--- config.mk ---
export PLATFORM = sky130hd
export DESIGN_NAME = alu_result_stage_flat
export DESIGN_NICKNAME = d
export VERILOG_FILES = /design/src/rtl/alu_result_if.sv /design/src/rtl/alu_result_stage.sv /design/src/flat_wrapper.sv
export SDC_FILE = /design/constraint.sdc
export NUM_CORES = 1
export LEC_CHECK = 0
export CORE_MARGIN = 8
export CORE_UTILIZATION = 36
export CTS_BUF_LIST = sky130_fd_sc_hd__clkbuf_2 sky130_fd_sc_hd__clkbuf_4 sky130_fd_sc_hd__clkbuf_8
export CTS_CLUSTER_SIZE = 10
export DETAILED_ROUTE_END_ITERATION = 7
export PLACE_DENSITY = 0.78
export SLEW_MARGIN = 20
export SYNTH_ARGS = -nofsm -noshare
export SYNTH_HDL_FRONTEND = slang
export SYNTH_SLANG_ARGS = --single-unit
--- constraint.sdc ---
create_clock -name clk -period 1.3 [get_ports clk]
set_input_delay 0.195 -clock clk [delete_from_list [all_inputs] [get_ports clk]]
set_output_delay 0.195 -clock clk [all_outputs]
set_load 0.02 [all_outputs]
--- src/rtl/alu_result_if.sv ---
// alu_result_if: capture/handshake bundle between the UC, logic unit, result stage and write-back.
interface alu_result_if #(
  parameter int DATA_W = 32,
  parameter int CNT_W  = 8
);
  logic [DATA_W-1:0] ALUOut;
  logic              OVERFLOW;
  logic              ZERO;
  logic              Update_UC;
  logic              capture;
  logic              ovf_check;
  logic              br_eq;
  logic              br_ne;
  logic              br_cmp;
  logic [DATA_W-1:0] PC_in;
  logic              wb_ready;
  logic              exc_ack;
  logic [DATA_W-1:0] ALUOut_q;
  logic              result_valid;
  logic              branch_taken;
  logic              exc_req;
  logic [DATA_W-1:0] EPC_q;
  logic              busy;
  logic [CNT_W-1:0]  exc_count;
  modport master (
    output ALUOut, OVERFLOW, ZERO, Update_UC, capture, ovf_check, br_eq, br_ne, br_cmp, PC_in, wb_ready, exc_ack,
    input  ALUOut_q, result_valid, branch_taken, exc_req, EPC_q, busy, exc_count
  );
  modport slave (
    input  ALUOut, OVERFLOW, ZERO, Update_UC, capture, ovf_check, br_eq, br_ne, br_cmp, PC_in, wb_ready, exc_ack,
    output ALUOut_q, result_valid, branch_taken, exc_req, EPC_q, busy, exc_count
  );
endinterface

--- src/rtl/alu_result_stage.sv ---
// alu_result_stage: registers logic-unit results, resolves branches, traps overflow with EPC.
// Optional ALU_RESULT_EXC_CNT_EN adds a saturating overflow-exception counter.
module alu_result_stage #(
  parameter int DATA_W = 32,
  parameter int CNT_W  = 8
) (
  input logic         clk,
  input logic         reset,
  alu_result_if.slave bus
);
  localparam logic [1:0] IDLE = 2'd0;
  localparam logic [1:0] HOLD = 2'd1;
  localparam logic [1:0] EXC  = 2'd2;
  logic [1:0] state, state_nx;
  logic accept, trap, release_hold, br_term;
  logic [DATA_W-1:0] alu_q, epc_q;
  logic br_q;
  assign accept       = bus.capture & ((state == IDLE) | ((state == HOLD) & bus.wb_ready));
  assign trap         = accept & bus.ovf_check & bus.OVERFLOW;
  assign release_hold = (state == HOLD) & bus.wb_ready;
  assign br_term      = (bus.br_eq & bus.ZERO) | (bus.br_ne & ~bus.ZERO) | (bus.br_cmp & bus.Update_UC);
  always_comb begin
    state_nx = accept ? (trap ? EXC : HOLD) :
               (release_hold | ((state == EXC) & bus.exc_ack)) ? IDLE : state;
  end
  always_ff @(posedge clk or negedge reset) begin
    if (!reset) begin
      state <= IDLE;
      alu_q <= '0;
      epc_q <= '0;
      br_q  <= 1'b0;
    end else begin
      state <= state_nx;
      if (accept && !trap) alu_q <= bus.ALUOut;
      if (trap) epc_q <= bus.PC_in;
      if (accept) br_q <= ~trap & br_term;
      else if (release_hold) br_q <= 1'b0;
    end
  end
  assign bus.ALUOut_q     = alu_q;
  assign bus.EPC_q        = epc_q;
  assign bus.branch_taken = br_q;
  assign bus.result_valid = (state == HOLD);
  assign bus.exc_req      = (state == EXC);
  assign bus.busy         = (state != IDLE);
`ifdef ALU_RESULT_EXC_CNT_EN
  logic [CNT_W-1:0] cnt_q;
  always_ff @(posedge clk or negedge reset) begin
    if (!reset) cnt_q <= '0;
    else if (trap && cnt_q != '1) cnt_q <= cnt_q + 1'b1;
  end
  assign bus.exc_count = cnt_q;
`else
  assign bus.exc_count = '0;
`endif
endmodule

--- src/flat_wrapper.sv ---
// flat-port wrapper written by rule: the top's interface ports become plain ports
module alu_result_stage_flat 
#(
  parameter int DATA_W = 32,
  parameter int CNT_W  = 8
)
  (clk, reset, bus_ALUOut, bus_OVERFLOW, bus_ZERO, bus_Update_UC, bus_capture, bus_ovf_check, bus_br_eq, bus_br_ne, bus_br_cmp, bus_PC_in, bus_wb_ready, bus_exc_ack, bus_ALUOut_q, bus_result_valid, bus_branch_taken, bus_exc_req, bus_EPC_q, bus_busy, bus_exc_count);
  alu_result_if #(.DATA_W(DATA_W), .CNT_W(CNT_W)) bus_i ();
  input logic clk;
  input logic reset;
  input wire logic [$bits(bus_i.ALUOut)-1:0] bus_ALUOut;
  input wire logic [$bits(bus_i.OVERFLOW)-1:0] bus_OVERFLOW;
  input wire logic [$bits(bus_i.ZERO)-1:0] bus_ZERO;
  input wire logic [$bits(bus_i.Update_UC)-1:0] bus_Update_UC;
  input wire logic [$bits(bus_i.capture)-1:0] bus_capture;
  input wire logic [$bits(bus_i.ovf_check)-1:0] bus_ovf_check;
  input wire logic [$bits(bus_i.br_eq)-1:0] bus_br_eq;
  input wire logic [$bits(bus_i.br_ne)-1:0] bus_br_ne;
  input wire logic [$bits(bus_i.br_cmp)-1:0] bus_br_cmp;
  input wire logic [$bits(bus_i.PC_in)-1:0] bus_PC_in;
  input wire logic [$bits(bus_i.wb_ready)-1:0] bus_wb_ready;
  input wire logic [$bits(bus_i.exc_ack)-1:0] bus_exc_ack;
  output wire logic [$bits(bus_i.ALUOut_q)-1:0] bus_ALUOut_q;
  output wire logic [$bits(bus_i.result_valid)-1:0] bus_result_valid;
  output wire logic [$bits(bus_i.branch_taken)-1:0] bus_branch_taken;
  output wire logic [$bits(bus_i.exc_req)-1:0] bus_exc_req;
  output wire logic [$bits(bus_i.EPC_q)-1:0] bus_EPC_q;
  output wire logic [$bits(bus_i.busy)-1:0] bus_busy;
  output wire logic [$bits(bus_i.exc_count)-1:0] bus_exc_count;
  assign bus_i.ALUOut = bus_ALUOut;
  assign bus_i.OVERFLOW = bus_OVERFLOW;
  assign bus_i.ZERO = bus_ZERO;
  assign bus_i.Update_UC = bus_Update_UC;
  assign bus_i.capture = bus_capture;
  assign bus_i.ovf_check = bus_ovf_check;
  assign bus_i.br_eq = bus_br_eq;
  assign bus_i.br_ne = bus_br_ne;
  assign bus_i.br_cmp = bus_br_cmp;
  assign bus_i.PC_in = bus_PC_in;
  assign bus_i.wb_ready = bus_wb_ready;
  assign bus_i.exc_ack = bus_exc_ack;
  assign bus_ALUOut_q = bus_i.ALUOut_q;
  assign bus_result_valid = bus_i.result_valid;
  assign bus_branch_taken = bus_i.branch_taken;
  assign bus_exc_req = bus_i.exc_req;
  assign bus_EPC_q = bus_i.EPC_q;
  assign bus_busy = bus_i.busy;
  assign bus_exc_count = bus_i.exc_count;
  alu_result_stage #(.DATA_W(DATA_W), .CNT_W(CNT_W)) u_core (.clk(clk), .reset(reset), .bus(bus_i));
endmodule
# After elaboration in Yosys (flattened, before gate mapping)

Index checks and enable logic that the tools add are counted.

Equal/unequal tests: 2
Mux-type cells: 5
Bitwise logic cells: 15
Reductions and logical operators: 6

Operators by type and width:

| cell                                                                  | number |
|---|---|
| 1-bit AND                                                             | 9 |
| 2-bit two-way mux                                                     | 3 |
| 2-bit nonzero test                                                    | 3 |
| 1-bit OR                                                              | 4 |
| 2-bit by 1-bit equality test with 1-bit output, second input constant | 1 |
| 2-bit equality test, second input constant                            | 1 |
| 2-bit logical NOT                                                     | 1 |
| 1-bit two-way mux                                                     | 2 |
| 1-bit NOT                                                             | 2 |
| 1-bit logical AND                                                     | 1 |
| 1-bit logical NOT                                                     | 1 |

Flip-flop bits (word level): 67
Output and inout bits: 76
Logic and storage cells: 32

# Longest topological paths before layout

Depth in word-level cells: 9
Gate-level depth with buffers: 5

# Worst setup path after synthesis

OpenSTA, ideal clock, no wires.

Path type: register to register
Start: register u_core.state[0]
End: register u_core.epc_q[0], in the netlist u_core.bus.EPC_q[0]
Setup time: 0.125 ns
Arrival time: 1.277 ns
Required time: 1.175 ns
Slack: -0.102 ns
Cell stages (with the launch flop): 6
Clock period less this slack: 1.402 ns
Path through: dfrtp_1 > nand2b_2 > and4bb_1 > buf_6 > buf_8 > mux2_4

Word-level cells in the longest chain between the ends: 6
Elaborated cells on any way between the ends: 7
Classes of those cells: eq/ne (1); bitwise (5); reduce/logical (1)

Ends and longest elaborated chain:

| element                                        | RTL line               | text |
|---|---|---|
| start: declaration                             | alu_result_stage.sv:14 | `logic [1:0] state, state_nx;` |
| start signal: assignment                       | alu_result_stage.sv:33 | `state <= state_nx;` |
| 2-bit by 1-bit equality test with 1-bit output | alu_result_stage.sv:18 | `assign accept = bus.capture & ((state == IDLE) \| ((state == HOLD) & bus.wb_ready));` |
| 1-bit AND                                      | alu_result_stage.sv:18 |  |
| 1-bit OR *                                     | alu_result_stage.sv:18 |  |
| 1-bit AND *                                    | alu_result_stage.sv:18 |  |
| 1-bit AND * (2 in series)                      | alu_result_stage.sv:19 | `assign trap = accept & bus.ovf_check & bus.OVERFLOW;` |
| end signal: assignment                         | alu_result_stage.sv:35 | `if (trap) epc_q <= bus.PC_in;` |
| end: declaration                               | alu_result_stage.sv:16 | `logic [DATA_W-1:0] alu_q, epc_q;` |

Every way passes the cells marked *; elsewhere a longest branch is shown, timed or not.
A chain may end at the register's enable or synchronous reset.

# Final worst setup path

Start: register u_core.state[1]
End: register u_core.epc_q[3], in the netlist u_core.bus.EPC_q[3]

The elaborated chain is that of the path after synthesis.

==> flow_summary.yaml <==
global_routing:
  grt_pass1_wl_mm: 12.91
  grt-ovfl-total: 0
  track_usage: 0.1542
  grt_pass1_vias: 2266
  grt_start_max_net_pins: 68
  antenna_found_initial: 0
cts:
  clk_latency_ps: 330
  cts_buffers: 9
  cts_tree: "built"
  clock-sinks: 67
  h-tree-depth: 3
  ctsLongestPathBuffers: 2
  root_buffer: "clkbuf_8"
  clk_pin_slew_ps: 80
worst_setup_path:
  rr_worst_depth: 3
  crit_type: "reg2reg"
  endpoint_kind: "flop"
  critPathRequiredTime_ps: 1510
  crit_start: "u_core.state[1]"
  crit_end: "u_core.bus.EPC_q[3]"
  crit_fanout: 8
  r2r_start: "u_core.state[1]"
  cp-start-kind: "flop"
  r2r_end: "u_core.bus.EPC_q[3]"
  arrival_ps: 1720
  ff2ff_setup_slack_ps: -200
drt:
  vias: 1994
  routedWlPerCell_um: 18.79
  via_per_inst: 4.532
  drt_iter0_markers: 20
  ant_nets: 0
  first_pass_iters: 4
  drc: 0
  wirelength_mm: 8.268
sta:
  final.period_utilization: 1.157
  timing.final.crit_period_ps: 1504
  hold_viol: 0
  drv_slew: 0
  setup-violations-final: 69
  fmax_ghz: 0.6647
  fin_ws_ps: -204.4
  grt_setup_unrepaired: "yes"
  fin_skew_ps: 8.769
placement:
  dp_cells: 409
  gp_congestion: 0.6676
  io_buffers: 143
  place_area_um2: 4309
  dp_hpwl_mm: 5.513
die:
  core_um2: 7607
  dieArea_um2: 10770
  die_x_um: 103.8
  rows: 32
  ios: 152
  initial_core_util: 0.3645
  die_h_um: 103.8
logic_synthesis:
  syn_avg_cell_area_um2: 16.91
  synth-seq-cells: 67
  synth_edf_count: 0
  synthesis.area_um2: 2773
  yosys_warnings: 0
  synthMostInstantiatedCell: "dfrtp_1"
  synth_top_area_frac: 0.6047
  synth_area_leaders: "dfrtp_1 60%, mux2_4 16%, mux2_2 14%"
  yosys.area.top_type: "dfrtp_1"
  ys_seq_area_frac: 0.6047
  ys_types: 22
  syn_inst: 164
  postSynth.asyncResetShare: 1.000
  ys.flop_type: "dfrtp_1"
  synthTopCellsByCount: "67 x dfrtp_1, 35 x mux2_2, 29 x mux2_4, 8 x buf_4"
run_status:
  violations: "setup timing"
  status: "complete, but fails checks"
final_layout:
  seq_area_um2: 1679
  design_area_um2: 4772
  nets: 409
  multiInputGateArea_um2: 1023
  area_growth_syn_to_layout_pct: 72.11
  antenna_cells: 0
  n_fill_cell: 616
  instances_no_fill: 440
  drive_above_1_share: 0.3432
worst_hold_path:
  min_path_type: "in2async"
power:
  p_leak_nw: 2.210
  powerDensity_nw_per_um2: 2178
  peakVddDrop_mv: 1.112
run:
  max-cap-violations: 0
metal layers:
metal  GRT usage  share of wire  up-vias
li1            -              -      899
met1      0.1686           0.40      993
met2      0.2548           0.49      100
met3     0.08302           0.11        2
met4     0.04033         0.0042        0
met5           0              0        -
state kept, by name, summed over array words and instances (netlist names):
| signal | cells |
|---|---|
| u_core.bus.branch_taken | 1 |
| u_core.bus.ALUOut_q | 32 |
| u_core.state | 2 |
| u_core.bus.EPC_q | 32 |
worst max-delay path, stage by stage, from the launching register on:
cell,delay [ps]
dfrtp_2,440
and4bb_4,460
buf_6,190
mux2_4,300
metrics by stage:
stage                     utilization  hold WS (ps)  total power [mW]  setup slack (ps)  setup TNS (ps)
final                          0.6273         422.7             10.39            -204.4          -11460
after global routing           0.6273         449.7             10.94            -250.0          -14310
after CTS                      0.6260         430.7             10.39            -232.0          -12540
after detailed placement       0.5664         246.9             8.705            -563.1          -32230
after global placement         0.5664         245.0             8.579            -494.8          -29910
after floorplan                     -        -100.6             6.115            -102.1           -2696
where the power goes:
group          internal (mW)  switching, mW
clock                   1.20          0.776
combinational           2.54           2.32
sequential              3.04          0.513
total                   6.78           3.61
area by class of cell:
type	count	area share
multi-input cells	88	0.2145
inverters	1	0.0007866
clock inverters	4	0.01521
clock buffers	12	0.03330
flip-flops and latches	67	0.3519
repair buffers	166	0.3576
well taps	102	0.02674
timing repair:
action,4_1_cts,5_1_grt
endpoints found under the hold margin,67,0
hold buffers,1,0
gates resized for setup,91,23
endpoints found under the setup margin,132,74
setup buffers,9,3
gates cloned,6,0
pin swaps,0,2
cell families after synthesis:
group | Yosys count | share of synthesized area
DFF | 67 | 0.6047
and+or+nand+nor | 10 | 0.02753
AOI/OAI and AO/OA | 5 | 0.01128
other | 1 | 0.001352
buffers and inverters | 16 | 0.05234
muxes | 65 | 0.3028
how the worst min path moves through the flow:
stage / start / to / slack [ps]
6_report: reset / u_core.bus.EPC_q[11] / 420
5_1_grt: reset / u_core.bus.EPC_q[30] / 450
4_1_cts: reset / u_core.bus.EPC_q[11] / 430
3_5_place_dp: reset / u_core.bus.EPC_q[11] / 250
3_3_place_gp: reset / u_core.bus.EPC_q[11] / 250
2_1_floorplan: reset / u_core.bus.ALUOut_q[0] / -100
layout by cell type, fill, tap and decap left out, types with 2 or more instances in the layout:
| cell type | count |
|---|---|
| dfrtp_2 | 2 |
| clkdlybuf4s15_1 | 3 |
| buf_4 | 6 |
| clkdlybuf4s50_1 | 74 |
| mux2_2 | 31 |
| mux2_4 | 33 |
| buf_12 | 6 |
| o21ai_0 | 2 |
| conb_1 | 8 |
| buf_6 | 9 |
| dfrtp_1 | 65 |
| dlygate4sd2_1 | 61 |
| buf_16 | 3 |
| clkbuf_8 | 11 |
| bufinv_16 | 2 |
Power figures use the tool's default switching activity.
